### src/rtl/sint_integ_pkg.sv
// Shared helpers for the signed delta integrator: overflow modes, output
// register states and width-generic sign-extend / saturation-limit functions.
package sint_integ_pkg;

    localparam int WRAP = 0;
    localparam int SAT  = 1;

    typedef enum logic {
        EMPTY = 1'b0,
        FULL  = 1'b1
    } out_state_t;

    // Sign-extend the low w bits of v to 64 bits; callers cast to the width they need.
    function automatic logic [63:0] sext(input logic [63:0] v, input int w);
        logic [63:0] r;
        r = v;
        for (int i = w; i < 64; i++) begin
            r[i] = v[w-1];
        end
        return r;
    endfunction

    function automatic logic [63:0] sat_max(input int w);
        return (64'(1) << (w - 1)) - 64'(1);
    endfunction

    function automatic logic [63:0] sat_min(input int w);
        return ~sat_max(w);
    endfunction

endpackage

### src/rtl/sint_sat_add.sv
// Combinational signed add of an ACC_WIDTH base and a WIDTH delta, with
// wrap or clamp on overflow and an overflow indication.
module sint_sat_add
    import sint_integ_pkg::*;
#(
    parameter int WIDTH     = 3,
    parameter int ACC_WIDTH = 8,
    parameter int SATURATE  = WRAP
) (
    input  logic [ACC_WIDTH-1:0] base,
    input  logic [WIDTH-1:0]     delta,
    output logic [ACC_WIDTH-1:0] sum,
    output logic                 ovf
);

    logic [ACC_WIDTH:0] base_x;
    logic [ACC_WIDTH:0] delta_x;
    logic [ACC_WIDTH:0] full;

    assign base_x  = {base[ACC_WIDTH-1], base};
    assign delta_x = (ACC_WIDTH+1)'(sext(64'(delta), WIDTH));
    assign full    = base_x + delta_x;

    // The top bit of the widened sum is the true sign; disagreement with the
    // next bit means the result does not fit in ACC_WIDTH.
    assign ovf = full[ACC_WIDTH] ^ full[ACC_WIDTH-1];

    always_comb begin
        sum = full[ACC_WIDTH-1:0];
        if (SATURATE == SAT && ovf) begin
            sum = full[ACC_WIDTH] ? ACC_WIDTH'(sat_min(ACC_WIDTH))
                                  : ACC_WIDTH'(sat_max(ACC_WIDTH));
        end
    end

endmodule

### src/rtl/sint_delta_integrator.sv
// Rebuilds a signed running value from a stream of deltas, with a one-entry
// output register, sticky overflow flag and synchronous preload.
//
//   state | meaning
//   EMPTY | out_value already consumed (or never written); in_ready=1
//   FULL  | out_value holds an unconsumed result; held while out_ready=0
module sint_delta_integrator
    import sint_integ_pkg::*;
#(
    parameter int WIDTH     = 3,
    parameter int ACC_WIDTH = 8,
    parameter int SATURATE  = WRAP
) (
    input  logic                 CLK,
    input  logic                 ASYNCRESETN,
    input  logic                 in_valid,
    output logic                 in_ready,
    input  logic [WIDTH-1:0]     in_delta,
    input  logic                 load,
    input  logic [ACC_WIDTH-1:0] load_value,
    output logic                 out_valid,
    input  logic                 out_ready,
    output logic [ACC_WIDTH-1:0] out_value,
    output logic                 overflow
);

    out_state_t           state;
    logic [ACC_WIDTH-1:0] acc;
    logic [ACC_WIDTH-1:0] base;
    logic [ACC_WIDTH-1:0] sum;
    logic                 ovf;
    logic                 accept;

    assign out_valid = (state == FULL);
    assign in_ready  = !out_valid || out_ready;
    assign accept    = in_valid && in_ready;
    assign base      = load ? load_value : acc;

    sint_sat_add #(
        .WIDTH     (WIDTH),
        .ACC_WIDTH (ACC_WIDTH),
        .SATURATE  (SATURATE)
    ) u_add (
        .base  (base),
        .delta (in_delta),
        .sum   (sum),
        .ovf   (ovf)
    );

    always_ff @(posedge CLK or negedge ASYNCRESETN) begin
        if (!ASYNCRESETN) begin
            state     <= EMPTY;
            acc       <= '0;
            out_value <= '0;
            overflow  <= 1'b0;
        end else if (accept) begin
            state     <= FULL;
            acc       <= sum;
            out_value <= sum;
            // A load restarts the sticky history, so only this sum can set it.
            overflow  <= load ? ovf : (overflow | ovf);
        end else begin
            if (load) begin
                acc      <= load_value;
                overflow <= 1'b0;
            end
            if (state == FULL && out_ready) begin
                state <= EMPTY;
            end
        end
    end

endmodule

### config.mk
export PLATFORM = sky130hd
export DESIGN_NAME = sint_delta_integrator
export DESIGN_NICKNAME = d
export VERILOG_FILES = /design/src/rtl/sint_integ_pkg.sv /design/src/rtl/sint_sat_add.sv /design/src/rtl/sint_delta_integrator.sv
export SDC_FILE = /design/constraint.sdc
export NUM_CORES = 1
export LEC_CHECK = 0
export BUFFER_PORTS_ARGS = -buffer_cell sky130_fd_sc_hd__buf_2
export CAP_MARGIN = 20
export CORE_ASPECT_RATIO = 0.8
export CORE_MARGIN = 1
export CORE_UTILIZATION = 47
export DETAILED_ROUTE_END_ITERATION = 12
export GPL_TIMING_DRIVEN = 0
export HOLD_SLACK_MARGIN = 0.1
export PLACE_DENSITY = 0.73
export SYNTH_ARGS = -nofsm -noshare
export SYNTH_HDL_FRONTEND = slang
export SYNTH_SLANG_ARGS = --single-unit
### constraint.sdc
create_clock -name CLK -period 1.8 [get_ports CLK]
set_input_delay 0.27 -clock CLK [delete_from_list [all_inputs] [get_ports CLK]]
set_output_delay 0.27 -clock CLK [all_outputs]
set_load 0.01 [all_outputs]
==> report_table.html, run 1 <==
<table>
<tr><th>Metric</th><th>Value</th></tr>
<tr><th colspan="2">Die</th></tr>
<tr><td>Horizontal die dimension</td><td>between 50 and 60 µm</td></tr>
<tr><td>Height of the die</td><td>45.6 µm</td></tr>
<tr><td>Starting utilization of the core area</td><td>0.508</td></tr>
<tr><td>Total Die Area</td><td>~2600 µm²</td></tr>
<tr><td>Number of placed I/O pins</td><td>27</td></tr>
<tr><td>Placement row count</td><td>15</td></tr>
<tr><td>Core Box Area</td><td>2200 µm²</td></tr>
<tr><th colspan="2">Synthesis</th></tr>
<tr><td>Area share of the largest cell type after synthesis</td><td>0.404</td></tr>
<tr><td>Avg Inst Size Synth</td><td>~10 µm²</td></tr>
<tr><td>Top flip-flop cell by instance count after synthesis</td><td>dfrtp_1</td></tr>
<tr><td>Number of distinct library cells after synthesis</td><td>34</td></tr>
<tr><td>Net count after synthesis</td><td>133</td></tr>
<tr><td>Count of flip-flops with a built-in enable after synthesis</td><td>0</td></tr>
<tr><td>Number of warnings issued by yosys</td><td>0</td></tr>
<tr><td>Biggest area contributors in the synthesized netlist</td><td>dfrtp_1 (40%), mux2_2 (10%), ha_1 (9.0%)</td></tr>
<tr><td>#FFs+latches synth</td><td>18</td></tr>
<tr><td>Combined area of all synthesized cells</td><td>~1100 µm²</td></tr>
<tr><td>Share of synthesized cell area in full adder, half adder and majority cells</td><td>0.108</td></tr>
<tr><td>Share of the yosys chip area belonging to registers</td><td>0.404</td></tr>
<tr><td>Xor and xnor area share after synthesis</td><td>0.0314</td></tr>
<tr><td>Cell types with the highest counts after synthesis</td><td>dfrtp_1 (18), nand2_1 (14), mux2_2 (10), ha_1 (8)</td></tr>
<tr><td>Number of standard cells after synthesis</td><td>108</td></tr>
<tr><td>Most area-hungry cell type in the Yosys netlist</td><td>dfrtp_1</td></tr>
<tr><td>Post-synth ARST share</td><td>1.00</td></tr>
<tr><td>Fraction of the mapped netlist area in compound gates</td><td>0.155</td></tr>
<tr><td>Multiplexer fraction of the synthesized cell area</td><td>0.110</td></tr>
<tr><td>Most instantiated library cell after synthesis</td><td>dfrtp_1</td></tr>
<tr><td>Combinational family with the most area after synthesis</td><td>simple AND/OR/NAND/NOR gates</td></tr>
<tr><td>Area fraction in and, or, nand and nor cells after synthesis</td><td>0.165</td></tr>
<tr><th colspan="2">Power</th></tr>
<tr><td>Leak Pwr</td><td>between 0.7 and 0.8 nW</td></tr>
<tr><td>Total power consumption of the routed design</td><td>1.48 mW</td></tr>
<tr><td>Pwr Density</td><td>between 900 and 1000 nW/µm²</td></tr>
<tr><td>Maximum vdd drop</td><td>between 0.7 and 0.8 mV</td></tr>
<tr><th colspan="2">Drt</th></tr>
<tr><td>Drt wl/cell</td><td>between 10 and 15 µm</td></tr>
<tr><td>Met2 WL</td><td>1.15 mm</td></tr>
<tr><td>Ratio of routed vias to standard cells</td><td>5.39</td></tr>
<tr><td>Post-route antenna net violation count</td><td>0</td></tr>
<tr><td>DRC violations left</td><td>0</td></tr>
<tr><td>Routed metal-1 wirelength</td><td>~1.1 mm</td></tr>
<tr><td>DR pass1 iterations</td><td>3</td></tr>
<tr><td>Final WL</td><td>around 2.4 mm</td></tr>
<tr><td>Met3 routed wirelength</td><td>106 µm</td></tr>
<tr><td>Routed via count</td><td>approximately 900</td></tr>
<tr><td>Highest layer used for signal routing</td><td>met4</td></tr>
<tr><td>DR iter-0 viols</td><td>6</td></tr>
<tr><th colspan="2">Worst setup path</th></tr>
<tr><td>Data arrival time at the worst-slack endpoint</td><td>2.15 ns</td></tr>
<tr><td>Sort of element at the start of the critical path</td><td>flop</td></tr>
<tr><td>Type of destination of the critical path</td><td>flop</td></tr>
<tr><td>Path type of the worst setup path</td><td>flop to flop</td></tr>
<tr><td>Crit path max fanout</td><td>3</td></tr>
<tr><td>Crit path required time</td><td>2.03 ns</td></tr>
<tr><th colspan="2">Global routing</th></tr>
<tr><td>Number of antenna violations at the first check in global routing</td><td>0</td></tr>
<tr><td>Largest net degree at the start of global routing</td><td>19</td></tr>
<tr><td>Total routing usage reported by global routing</td><td>0.199</td></tr>
<tr><td>Vias in the first global route</td><td>between 800 and 900</td></tr>
<tr><td>Global-route wire length before repair</td><td>about 3.8 mm</td></tr>
<tr><td>Total gr overflow</td><td>0</td></tr>
<tr><th colspan="2">Clocking</th></tr>
<tr><td>Clk slew on worst S/H paths</td><td>about 0.1 ns</td></tr>
<tr><td>Clock Root Buffer</td><td>clkbuf_4</td></tr>
<tr><td>Clock insertion delay at the later pin of the skew report</td><td>slightly below 0.3 ns</td></tr>
<tr><td>Maximum root-to-sink buffer count</td><td>2</td></tr>
<tr><td>Number of buffers inserted during clock tree synthesis</td><td>3</td></tr>
<tr><td>H-tree depth</td><td>1</td></tr>
<tr><td>TritonCTS clock tree</td><td>done</td></tr>
<tr><td>Clock tree sinks</td><td>18</td></tr>
<tr><th colspan="2">STA</th></tr>
<tr><td>Normalized max-slew margin</td><td>0.724</td></tr>
<tr><td>Unrepaired setup endpoints after global routing</td><td>true</td></tr>
<tr><td>Slack of the critical path</td><td>-0.113 ns</td></tr>
<tr><td>Maximum clock skew at final layout</td><td>roughly 0.006 ns</td></tr>
<tr><td>Slew @ Worst Pin</td><td>between 0.4 and 0.5 ns</td></tr>
<tr><td>Minimum clock period</td><td>1.91 ns</td></tr>
<tr><td>Setup-violating endpoint count in the final report</td><td>11</td></tr>
<tr><td>Final Max Slew Viols</td><td>0</td></tr>
<tr><td>Maximum clock frequency</td><td>~0.52 GHz</td></tr>
<tr><td>Final critical-path share of the clock period</td><td>1.06</td></tr>
<tr><td>Final hold vios</td><td>0</td></tr>
<tr><td>Sum of negative setup slack</td><td>-0.706 ns</td></tr>
<tr><td>Worst hold slack across all endpoints</td><td>approximately 0.20 ns</td></tr>
<tr><th colspan="2">Placed design</th></tr>
<tr><td>Placed standard-cell area</td><td>about 1400 µm²</td></tr>
<tr><td>Pre-CTS WS</td><td>-0.148 ns</td></tr>
<tr><td>Detailed placement HPWL</td><td>1.72 mm</td></tr>
<tr><td>Total instance count after detailed placement</td><td>around 160</td></tr>
<tr><td>PortBufs</td><td>25</td></tr>
<tr><td>Routability congestion estimate from global placement</td><td>a little under 0.8</td></tr>
<tr><th colspan="2">Finish</th></tr>
<tr><td>Number of inserted diodes</td><td>0</td></tr>
<tr><td>Post-route standard cell area excluding fillers</td><td>roughly 1500 µm²</td></tr>
<tr><td>Share of post-route cells with drive strength above 1</td><td>0.453</td></tr>
<tr><td>Final #Nets</td><td>about 170</td></tr>
<tr><td>Final cell utilization of the core</td><td>0.673</td></tr>
<tr><td>Area Overhead vs Synth</td><td>32.4%</td></tr>
<tr><td>Non-filler instance count after layout</td><td>around 160</td></tr>
<tr><th colspan="2">Run status</th></tr>
<tr><td>Status</td><td>complete, but fails checks</td></tr>
<tr><td>Violations in the final reports</td><td>negative setup slack</td></tr>
<tr><th colspan="2">Job</th></tr>
<tr><td>Max-capacitance violation count</td><td>0</td></tr>
<tr><th colspan="2">Min path</th></tr>
<tr><td>Classification of the worst-slack hold path</td><td>primary input to flop</td></tr>
</table>
repair_timing:
action | 4_1_cts | 5_1_grt
setup endpoints to repair | 9 | 11
endpoints found under the hold margin | 18 | 0
buffers inserted | 1 | 1
pin swaps | 6 | 9
hold buffers | 1 | 0
resized for setup | 1 | 11
cell type report:
type                    count  area, µm²
clock buffers               3       22.5
well taps                  25       31.3
fillers                   188        718
repair buffers             28        150
flip-flops and latches     18        450
plain buffers               4       42.5
multi-input cells          85        777
inverters                   1       3.75
layer usage:
| layer | track usage | up-vias |
|---|---|---|
| li1 | - | 448 |
| met1 | 0.233 | 416 |
| met2 | 0.367 | 18 |
| met3 | 0.0653 | 2 |
| met4 | 0.0390 | 0 |
| met5 | 0 | - |
worst max-delay path, cell delays in order (launching register included):
cell	delay, ns
dfrtp_1	0.38
mux2_4	0.30
ha_4	0.23
a211oi_4	0.28
o21bai_1	0.14
a21oi_2	0.16
mux2i_1	0.26
a21o_1	0.11
layout by cell type (no fill, tap or decap), types with 2 or more instances in the layout:
master     n
ha_4       6
mux2_4     4
nand4_1    2
mux2_2     6
dfrtp_1   18
xor2_1     2
a21oi_2    4
nor2_2     2
nand2_1   14
a21o_1     7
nand2b_1   2
o21ai_1    3
o21ai_0    3
clkbuf_4   3
buf_2     26
buf_4      2
ha_1       2
a21oi_1    3
nor2_1     5
registers in the layout, summed over array words and instances (netlist names):
signal     flops
overflow       1
out_value      8
out_valid      1
acc            8
final timing paths:
check                                    startpoint                        to  slack, ns  cells after the start
min reg2reg                out_value[0]$_DFFE_PN0P_  out_value[0]$_DFFE_PN0P_       0.48                      2
max in group asynchronous               ASYNCRESETN          acc[4]$_DFF_PN0_       1.07                      2
max reg2reg                        acc[1]$_DFF_PN0_          acc[5]$_DFF_PN0_      -0.11                      7
min                                            load      overflow$_DFFE_PN0P_       0.20                      2
min in group asynchronous               ASYNCRESETN  out_value[3]$_DFFE_PN0P_       0.42                      2
max                                acc[1]$_DFF_PN0_          acc[5]$_DFF_PN0_      -0.11                      7
cell families after synthesis:
logic type,count (synthesis)
AND/OR/NAND/NOR,35
AO/OA/AOI/OAI,26
flip-flops,18
multiplexers,11
adder cells (fa/ha/maj),9
buffers and inverters,5
XOR/XNOR,4
report_power, final:
part	switching, mW	total (mW)	leakage [nW]	internal [mW]
Combinational	0.359	0.724	0.473	0.364
Clock	0.117	0.195	0.0138	0.0779
Sequential	0.0429	0.557	0.215	0.515
Total	0.519	1.48	0.702	0.957
(Power assumes the default switching activity.)
==> inputs of run 2 (changes only) <==
- CORE_MARGIN: 1 -> default
- PLACE_DENSITY: 0.73 -> default
- PLACE_DENSITY_LB_ADDON: default -> 0.12
==> report_table.html, run 2 (synthesized netlist as in run 1, its figures left out) <==
<table>
<tr><th>Metric</th><th>Value</th></tr>
<tr><th colspan="2">Worst setup path</th></tr>
<tr><td>Type of destination of the critical path</td><td>flop</td></tr>
<tr><td>Number of buffers and inverters on the critical path</td><td>0 (unchanged)</td></tr>
<tr><td>Crit path max fanout</td><td>2 (-1)</td></tr>
<tr><td>Sort of element at the start of the critical path</td><td>flop</td></tr>
<tr><td>Crit path required time</td><td>2.04 ns (about the same)</td></tr>
<tr><td>CP top delay family</td><td>compound AO/OA/AOI/OAI gates</td></tr>
<tr><td>Peak per-stage delay on the critical path</td><td>0.39 ns (about the same)</td></tr>
<tr><td>Cell-by-cell listing of the critical path</td><td>mux2_4 -&gt; ha_4 -&gt; a211oi_4 -&gt; o21bai_1 -&gt; a21oi_1 -&gt; mux2i_1 -&gt; a21o_1</td></tr>
<tr><td>Standard cell with the maximum stage delay on the critical path</td><td>dfrtp_1</td></tr>
<tr><td>Data arrival time at the worst-slack endpoint</td><td>2.12 ns (-0.03 ns)</td></tr>
<tr><td>Path type of the worst setup path</td><td>flop to flop</td></tr>
<tr><th colspan="2">Drt</th></tr>
<tr><td>Ratio of routed vias to standard cells</td><td>5.44 (+0.86%)</td></tr>
<tr><td>DRC violations left</td><td>0 (unchanged)</td></tr>
<tr><td>DR pass1 iterations</td><td>4 (+1)</td></tr>
<tr><td>Final WL</td><td>2.44 mm (+1.2%)</td></tr>
<tr><td>Routed via count</td><td>897 (+1.5%)</td></tr>
<tr><td>Drt wl/cell</td><td>14.8 µm (+0.55%)</td></tr>
<tr><td>DR iter-0 viols</td><td>20 (+14)</td></tr>
<tr><td>Post-route antenna net violation count</td><td>0 (unchanged)</td></tr>
<tr><th colspan="2">Run status</th></tr>
<tr><td>Violations in the final reports</td><td>negative setup slack</td></tr>
<tr><td>Status</td><td>complete, but fails checks</td></tr>
<tr><th colspan="2">Finish</th></tr>
<tr><td>Area Overhead vs Synth</td><td>33.9%</td></tr>
<tr><td>Leading registers by flop count</td><td>acc (8), out_value (8)</td></tr>
<tr><td>Final cell utilization of the core</td><td>0.680 (+0.00741)</td></tr>
<tr><td>Final #Nets</td><td>166 (unchanged)</td></tr>
<tr><td>Share of post-route cells with drive strength above 1</td><td>0.457 (+0.00391)</td></tr>
<tr><td>Number of inserted diodes</td><td>0 (unchanged)</td></tr>
<tr><td>Most frequent standard cell in the layout excluding fill and tap cells</td><td>buf_2</td></tr>
<tr><td>Leading cell types in the layout, fill and taps excluded</td><td>buf_2 (26), dfrtp_1 (18), nand2_1 (14), a21o_1 (7)</td></tr>
<tr><th colspan="2">Clocking</th></tr>
<tr><td>Clk slew on worst S/H paths</td><td>0.10 ns (about the same)</td></tr>
<tr><td>TritonCTS clock tree</td><td>done</td></tr>
<tr><td>H-tree depth</td><td>1 (unchanged)</td></tr>
<tr><td>Clock tree sinks</td><td>18 (unchanged)</td></tr>
<tr><td>Maximum root-to-sink buffer count</td><td>2 (unchanged)</td></tr>
<tr><td>Number of buffers inserted during clock tree synthesis</td><td>3 (unchanged)</td></tr>
<tr><td>Clock Root Buffer</td><td>clkbuf_4</td></tr>
<tr><td>Clock insertion delay at the later pin of the skew report</td><td>0.29 ns (about the same)</td></tr>
<tr><th colspan="2">STA</th></tr>
<tr><td>Unrepaired setup endpoints after global routing</td><td>true</td></tr>
<tr><td>Slack of the critical path</td><td>-0.0792 ns (+0.0338 ns)</td></tr>
<tr><td>Minimum clock period</td><td>1.88 ns (-0.0338 ns)</td></tr>
<tr><td>Normalized max-slew margin</td><td>0.729 (+0.00470)</td></tr>
<tr><td>Final critical-path share of the clock period</td><td>1.04 (-0.0188)</td></tr>
<tr><td>Maximum clock frequency</td><td>0.532 GHz (+1.8%)</td></tr>
<tr><td>Setup-violating endpoint count in the final report</td><td>11 (unchanged)</td></tr>
<tr><td>Final hold vios</td><td>0 (unchanged)</td></tr>
<tr><td>Slew @ Worst Pin</td><td>0.406 ns (-0.00705 ns)</td></tr>
<tr><td>Maximum clock skew at final layout</td><td>0.00251 ns (-0.00367 ns)</td></tr>
<tr><td>Final Max Slew Viols</td><td>0 (unchanged)</td></tr>
<tr><th colspan="2">Placed design</th></tr>
<tr><td>PortBufs</td><td>25 (unchanged)</td></tr>
<tr><td>Routability congestion estimate from global placement</td><td>0.766 (-1.4%)</td></tr>
<tr><td>Detailed placement HPWL</td><td>1.76 mm (+1.8%)</td></tr>
<tr><td>Pre-CTS WS</td><td>-0.187 ns (-0.0393 ns)</td></tr>
<tr><th colspan="2">Power</th></tr>
<tr><td>Leak Pwr</td><td>0.708 nW (+0.85%)</td></tr>
<tr><td>Pwr Density</td><td>1030 nW/µm² (+2.8%)</td></tr>
<tr><td>Total power consumption of the routed design</td><td>1.53 mW (+4.0%)</td></tr>
<tr><td>Maximum vdd drop</td><td>0.887 mV (+24%)</td></tr>
<tr><th colspan="2">Global routing</th></tr>
<tr><td>Global-route wire length before repair</td><td>3.77 mm (-1.3%)</td></tr>
<tr><td>Total gr overflow</td><td>0 (unchanged)</td></tr>
<tr><td>Number of antenna violations at the first check in global routing</td><td>0 (unchanged)</td></tr>
<tr><td>Vias in the first global route</td><td>803 (-5.6%)</td></tr>
<tr><td>Total routing usage reported by global routing</td><td>0.202 (+0.00240)</td></tr>
<tr><td>Largest net degree at the start of global routing</td><td>19 (unchanged)</td></tr>
<tr><th colspan="2">Die</th></tr>
<tr><td>Core Box Area</td><td>2200 µm² (unchanged)</td></tr>
<tr><td>Number of placed I/O pins</td><td>27 (unchanged)</td></tr>
<tr><td>Height of the die</td><td>45.6 µm (unchanged)</td></tr>
<tr><td>Starting utilization of the core area</td><td>0.508 (unchanged)</td></tr>
<tr><td>Horizontal die dimension</td><td>56.5 µm (unchanged)</td></tr>
<tr><td>Total Die Area</td><td>2570 µm² (unchanged)</td></tr>
<tr><td>Placement row count</td><td>15 (unchanged)</td></tr>
<tr><th colspan="2">Min path</th></tr>
<tr><td>Classification of the worst-slack hold path</td><td>primary input to flop</td></tr>
<tr><th colspan="2">Job</th></tr>
<tr><td>Max-capacitance violation count</td><td>0 (unchanged)</td></tr>
</table>
-- run 2: per-stage QoR --
stage	hold slack (ns)	instances	area [µm²]	TNS [ns]
2_1_floorplan	-0.0256	108	1230	-0.177
5_1_grt	0.185	165	1490	-1.35
3_5_place_dp	0.225	158	1390	-1.15
3_3_place_gp	0.222	158	1390	-0.915
4_1_cts	0.174	163	1460	-0.425
6_report	0.182	165	1490	-0.582
-- run 2: timing repair --
action,in CTS,in global routing
resized for setup,6,5
endpoints found under the hold margin,18,0
setup buffers,0,2
setup endpoints to repair,9,9
hold buffers,1,0
pin swaps,3,7
-- run 2: worst paths after layout --
path / start / end / slack [ns] / cells after the start
hold / removal: in_valid / out_valid$_DFFE_PN0P_ / 0.18 / 2
max in group asynchronous: ASYNCRESETN / out_value[0]$_DFFE_PN0P_ / 1.09 / 2
setup reg to reg: acc[1]$_DFF_PN0_ / out_value[5]$_DFFE_PN0P_ / -0.08 / 7
min in group asynchronous: ASYNCRESETN / acc[3]$_DFF_PN0_ / 0.42 / 2
setup / recovery: acc[1]$_DFF_PN0_ / out_value[5]$_DFFE_PN0P_ / -0.08 / 7
hold reg to reg: out_value[1]$_DFFE_PN0P_ / out_value[1]$_DFFE_PN0P_ / 0.48 / 2
-- run 2: final cells by class --
cell class	count	area [µm²]
buffer	4	42.5
clock buffer	4	36.3
fill	172	702
inverter	1	3.75
multi-input combinational	85	779
sequential	18	450
tap	25	31.3
timing repair buffer	28	150
-- run 2: report_power, final --
part	leakage, nW	switching, mW	internal [mW]
combinational	0.472	0.362	0.365
clock	0.0210	0.127	0.123
sequential	0.215	0.0422	0.514
-- run 2: worst reg2reg max path: cells and delay by family, from the launching register on --
kind / cells / cell delay (ns)
AO/OA/AOI/OAI: 4 / 0.64
adder cells (fa/ha/maj): 1 / 0.23
flip-flops: 1 / 0.39
multiplexers: 2 / 0.57
-- run 2: per-layer routing --
metal  wire (µm)  track usage  share of wire  vias to the layer above
met1        1110        0.258           0.46                      419
met2        1170        0.339           0.48                       25
met4          19       0.0585         0.0078                        0
met5           0            0              0                        -
li1            -            -              -                      451
met3         130       0.0597          0.053                        2
==> inputs of run 3 (changes only) <==
- SKIP_CTS_REPAIR_TIMING: default -> 1
==> report_table.html, run 3 (synthesized netlist as in run 1, its figures left out) <==
<table>
<tr><th>Metric</th><th>Value</th></tr>
<tr><th colspan="2">Drt</th></tr>
<tr><td>DR iter-0 viols</td><td>21 (+5.0%)</td></tr>
<tr><td>Routed metal-1 wirelength</td><td>1.09 mm (-2.4%)</td></tr>
<tr><td>Final WL</td><td>2.42 mm (-0.45%)</td></tr>
<tr><td>Ratio of routed vias to standard cells</td><td>5.45 (+0.33%)</td></tr>
<tr><td>DR pass1 iterations</td><td>4 (unchanged)</td></tr>
<tr><td>Post-route antenna net violation count</td><td>0 (unchanged)</td></tr>
<tr><td>Routed via count</td><td>900 (+0.33%)</td></tr>
<tr><td>DRC violations left</td><td>0 (unchanged)</td></tr>
<tr><td>Met2 WL</td><td>1.21 mm (+3.5%)</td></tr>
<tr><td>Met3 routed wirelength</td><td>105 µm (-19%)</td></tr>
<tr><td>Highest layer used for signal routing</td><td>met4</td></tr>
<tr><td>Drt wl/cell</td><td>14.7 µm (-0.45%)</td></tr>
<tr><th colspan="2">Clocking</th></tr>
<tr><td>Clock insertion delay at the later pin of the skew report</td><td>0.29 ns (about the same)</td></tr>
<tr><td>Clock Root Buffer</td><td>clkbuf_4</td></tr>
<tr><td>Clk slew on worst S/H paths</td><td>0.10 ns (about the same)</td></tr>
<tr><td>Number of buffers inserted during clock tree synthesis</td><td>3 (unchanged)</td></tr>
<tr><td>Clock tree sinks</td><td>18 (unchanged)</td></tr>
<tr><td>TritonCTS clock tree</td><td>done</td></tr>
<tr><td>H-tree depth</td><td>1 (unchanged)</td></tr>
<tr><td>Maximum root-to-sink buffer count</td><td>2 (unchanged)</td></tr>
<tr><th colspan="2">Die</th></tr>
<tr><td>Placement row count</td><td>15 (unchanged)</td></tr>
<tr><td>Core Box Area</td><td>2200 µm² (unchanged)</td></tr>
<tr><td>Starting utilization of the core area</td><td>0.508 (unchanged)</td></tr>
<tr><td>Height of the die</td><td>45.6 µm (unchanged)</td></tr>
<tr><td>Horizontal die dimension</td><td>56.5 µm (unchanged)</td></tr>
<tr><td>Total Die Area</td><td>2570 µm² (unchanged)</td></tr>
<tr><td>Number of placed I/O pins</td><td>27 (unchanged)</td></tr>
<tr><th colspan="2">STA</th></tr>
<tr><td>Normalized max-slew margin</td><td>0.723 (-0.00608)</td></tr>
<tr><td>Final critical-path share of the clock period</td><td>1.05 (+0.00308)</td></tr>
<tr><td>Final Max Slew Viols</td><td>0 (unchanged)</td></tr>
<tr><td>Worst hold slack across all endpoints</td><td>0.185 ns (+0.00337 ns)</td></tr>
<tr><td>Minimum clock period</td><td>1.88 ns (+0.00555 ns)</td></tr>
<tr><td>Final hold vios</td><td>0 (unchanged)</td></tr>
<tr><td>Slew @ Worst Pin</td><td>0.415 ns (+0.00912 ns)</td></tr>
<tr><td>Slack of the critical path</td><td>-0.0848 ns (-0.00555 ns)</td></tr>
<tr><td>Unrepaired setup endpoints after global routing</td><td>true</td></tr>
<tr><td>Setup-violating endpoint count in the final report</td><td>11 (unchanged)</td></tr>
<tr><td>Maximum clock skew at final layout</td><td>0.00302 ns (+0.000509 ns)</td></tr>
<tr><td>Maximum clock frequency</td><td>0.531 GHz (-0.29%)</td></tr>
<tr><td>Sum of negative setup slack</td><td>-0.488 ns (+0.0941 ns)</td></tr>
<tr><th colspan="2">Worst setup path</th></tr>
<tr><td>Crit Reg-Reg Startpoint</td><td>acc[3]$_DFF_PN0_</td></tr>
<tr><td>Depth of the most critical reg-to-reg path</td><td>7 (unchanged)</td></tr>
<tr><td>Path type of the worst setup path</td><td>flop to flop</td></tr>
<tr><td>Data arrival time at the worst-slack endpoint</td><td>2.11 ns (about the same)</td></tr>
<tr><td>Most repeated library cell on the critical path</td><td>a21oi_2</td></tr>
<tr><td>Register-to-Register Setup Slack</td><td>-0.08 ns (about the same)</td></tr>
<tr><td>Peak per-stage delay on the critical path</td><td>0.52 ns (+0.13 ns)</td></tr>
<tr><td>Cell-by-cell listing of the critical path</td><td>mux2_4 -&gt; ha_4 -&gt; a21oi_2 -&gt; nand2_4 -&gt; a21oi_2 -&gt; or4b_4 -&gt; nand4_1</td></tr>
<tr><td>Sort of element at the start of the critical path</td><td>flop</td></tr>
<tr><td>Crit path required time</td><td>2.03 ns (about the same)</td></tr>
<tr><td>Standard cell with the maximum stage delay on the critical path</td><td>or4b_4</td></tr>
<tr><td>Crit path max fanout</td><td>4 (+2)</td></tr>
<tr><td>Worst reg2reg endpoint</td><td>out_value[6]$_DFFE_PN0P_</td></tr>
<tr><td>Type of destination of the critical path</td><td>flop</td></tr>
<tr><th colspan="2">Min path</th></tr>
<tr><td>Origin of the worst min-delay path</td><td>in_valid</td></tr>
<tr><td>Classification of the worst-slack hold path</td><td>primary input to flop</td></tr>
<tr><td>Capture endpoint of the worst hold path</td><td>out_valid$_DFFE_PN0P_</td></tr>
<tr><td>Cell count of the worst hold path</td><td>2 (unchanged)</td></tr>
<tr><th colspan="2">Global routing</th></tr>
<tr><td>Total routing usage reported by global routing</td><td>0.194 (-0.00820)</td></tr>
<tr><td>Total gr overflow</td><td>0 (unchanged)</td></tr>
<tr><td>Vias in the first global route</td><td>784 (-2.4%)</td></tr>
<tr><td>Number of antenna violations at the first check in global routing</td><td>0 (unchanged)</td></tr>
<tr><td>Largest net degree at the start of global routing</td><td>19 (unchanged)</td></tr>
<tr><td>Global-route wire length before repair</td><td>3.60 mm (-4.4%)</td></tr>
<tr><th colspan="2">Power</th></tr>
<tr><td>Leak Pwr</td><td>0.706 nW (-0.25%)</td></tr>
<tr><td>Maximum vdd drop</td><td>0.880 mV (-0.87%)</td></tr>
<tr><td>Pwr Density</td><td>1020 nW/µm² (-0.45%)</td></tr>
<tr><td>Total power consumption of the routed design</td><td>1.52 mW (-0.95%)</td></tr>
<tr><th colspan="2">Finish</th></tr>
<tr><td>Final #Nets</td><td>166 (unchanged)</td></tr>
<tr><td>Leading cell types in the layout, fill and taps excluded</td><td>buf_2 (26), dfrtp_1 (18), nand2_1 (14), a21o_1 (7)</td></tr>
<tr><td>Number of inserted diodes</td><td>0 (unchanged)</td></tr>
<tr><td>Most frequent standard cell in the layout excluding fill and tap cells</td><td>buf_2</td></tr>
<tr><td>Share of post-route cells with drive strength above 1</td><td>0.457 (unchanged)</td></tr>
<tr><td>Leading registers by flop count</td><td>acc (8), out_value (8)</td></tr>
<tr><td>Area Overhead vs Synth</td><td>33.2%</td></tr>
<tr><th colspan="2">Job</th></tr>
<tr><td>Max-capacitance violation count</td><td>0 (unchanged)</td></tr>
<tr><th colspan="2">Placed design</th></tr>
<tr><td>Detailed placement HPWL</td><td>1.76 mm (unchanged)</td></tr>
<tr><td>Routability congestion estimate from global placement</td><td>0.766 (unchanged)</td></tr>
<tr><td>PortBufs</td><td>25 (unchanged)</td></tr>
<tr><th colspan="2">Run status</th></tr>
<tr><td>Violations in the final reports</td><td>negative setup slack</td></tr>
<tr><td>Status</td><td>complete, but fails checks</td></tr>
</table>
==> run 3: cell types whose count changed in the layout (fill, tap and decap cells not counted) <==
cell	previous run	this run
a211oi_4	1	0
a211oi_2	1	2
==> run 3: worst max path at each step <==
stage                startpoint                  endpoint  cells past startpoint
6_report       acc[3]$_DFF_PN0_  out_value[6]$_DFFE_PN0P_                      7
5_1_grt        acc[0]$_DFF_PN0_  out_value[6]$_DFFE_PN0P_                      8
4_1_cts        acc[0]$_DFF_PN0_          acc[4]$_DFF_PN0_                      8
3_5_place_dp               load      overflow$_DFFE_PN0P_                      8
3_3_place_gp               load  out_value[4]$_DFFE_PN0P_                      9
2_1_floorplan              load      overflow$_DFFE_PN0P_                      9
==> run 3: critical path, delay by kind of cell, from the launching register on <==
kind / cells / cell delay, ns
DFF: 1 / 0.37
and+or+nand+nor: 3 / 0.71
AOI/OAI and AO/OA: 2 / 0.14
muxes: 1 / 0.29
adders and majority gates: 1 / 0.31
==> run 3: final cells by class <==
cell class | count | area, µm²
multi-input combinational | 85 | 772
fill | 170 | 709
sequential | 18 | 450
timing repair buffer | 28 | 150
buffer | 4 | 42.5
clock buffer | 4 | 36.3
tap | 25 | 31.3
inverter | 1 | 3.75
==> run 3: report_power, final <==
group          leakage, nW  internal [mW]  switching [mW]  total [mW]
clock network       0.0210          0.123           0.125       0.248
registers            0.215          0.514          0.0409       0.555
logic                0.470          0.359           0.357       0.716
==> run 3: layer usage <==
layer | global-route usage | up-vias
met5 | 0 | -
met4 | 0.0585 | 0
met3 | 0.0597 | 2
met2 | 0.320 | 21
met1 | 0.249 | 425
li1 | - | 452
==> run 3: per-stage QoR <==
stage               instance area, µm²  instances  utilization  setup WS [ns]
floorplan                         1230        108            -        -0.0458
global placement                  1390        158        0.631         -0.131
detailed placement                1390        158        0.631         -0.187
CTS                               1420        162        0.647         -0.109
global route                      1490        165        0.677         -0.140
finish                            1490        165        0.677        -0.0848
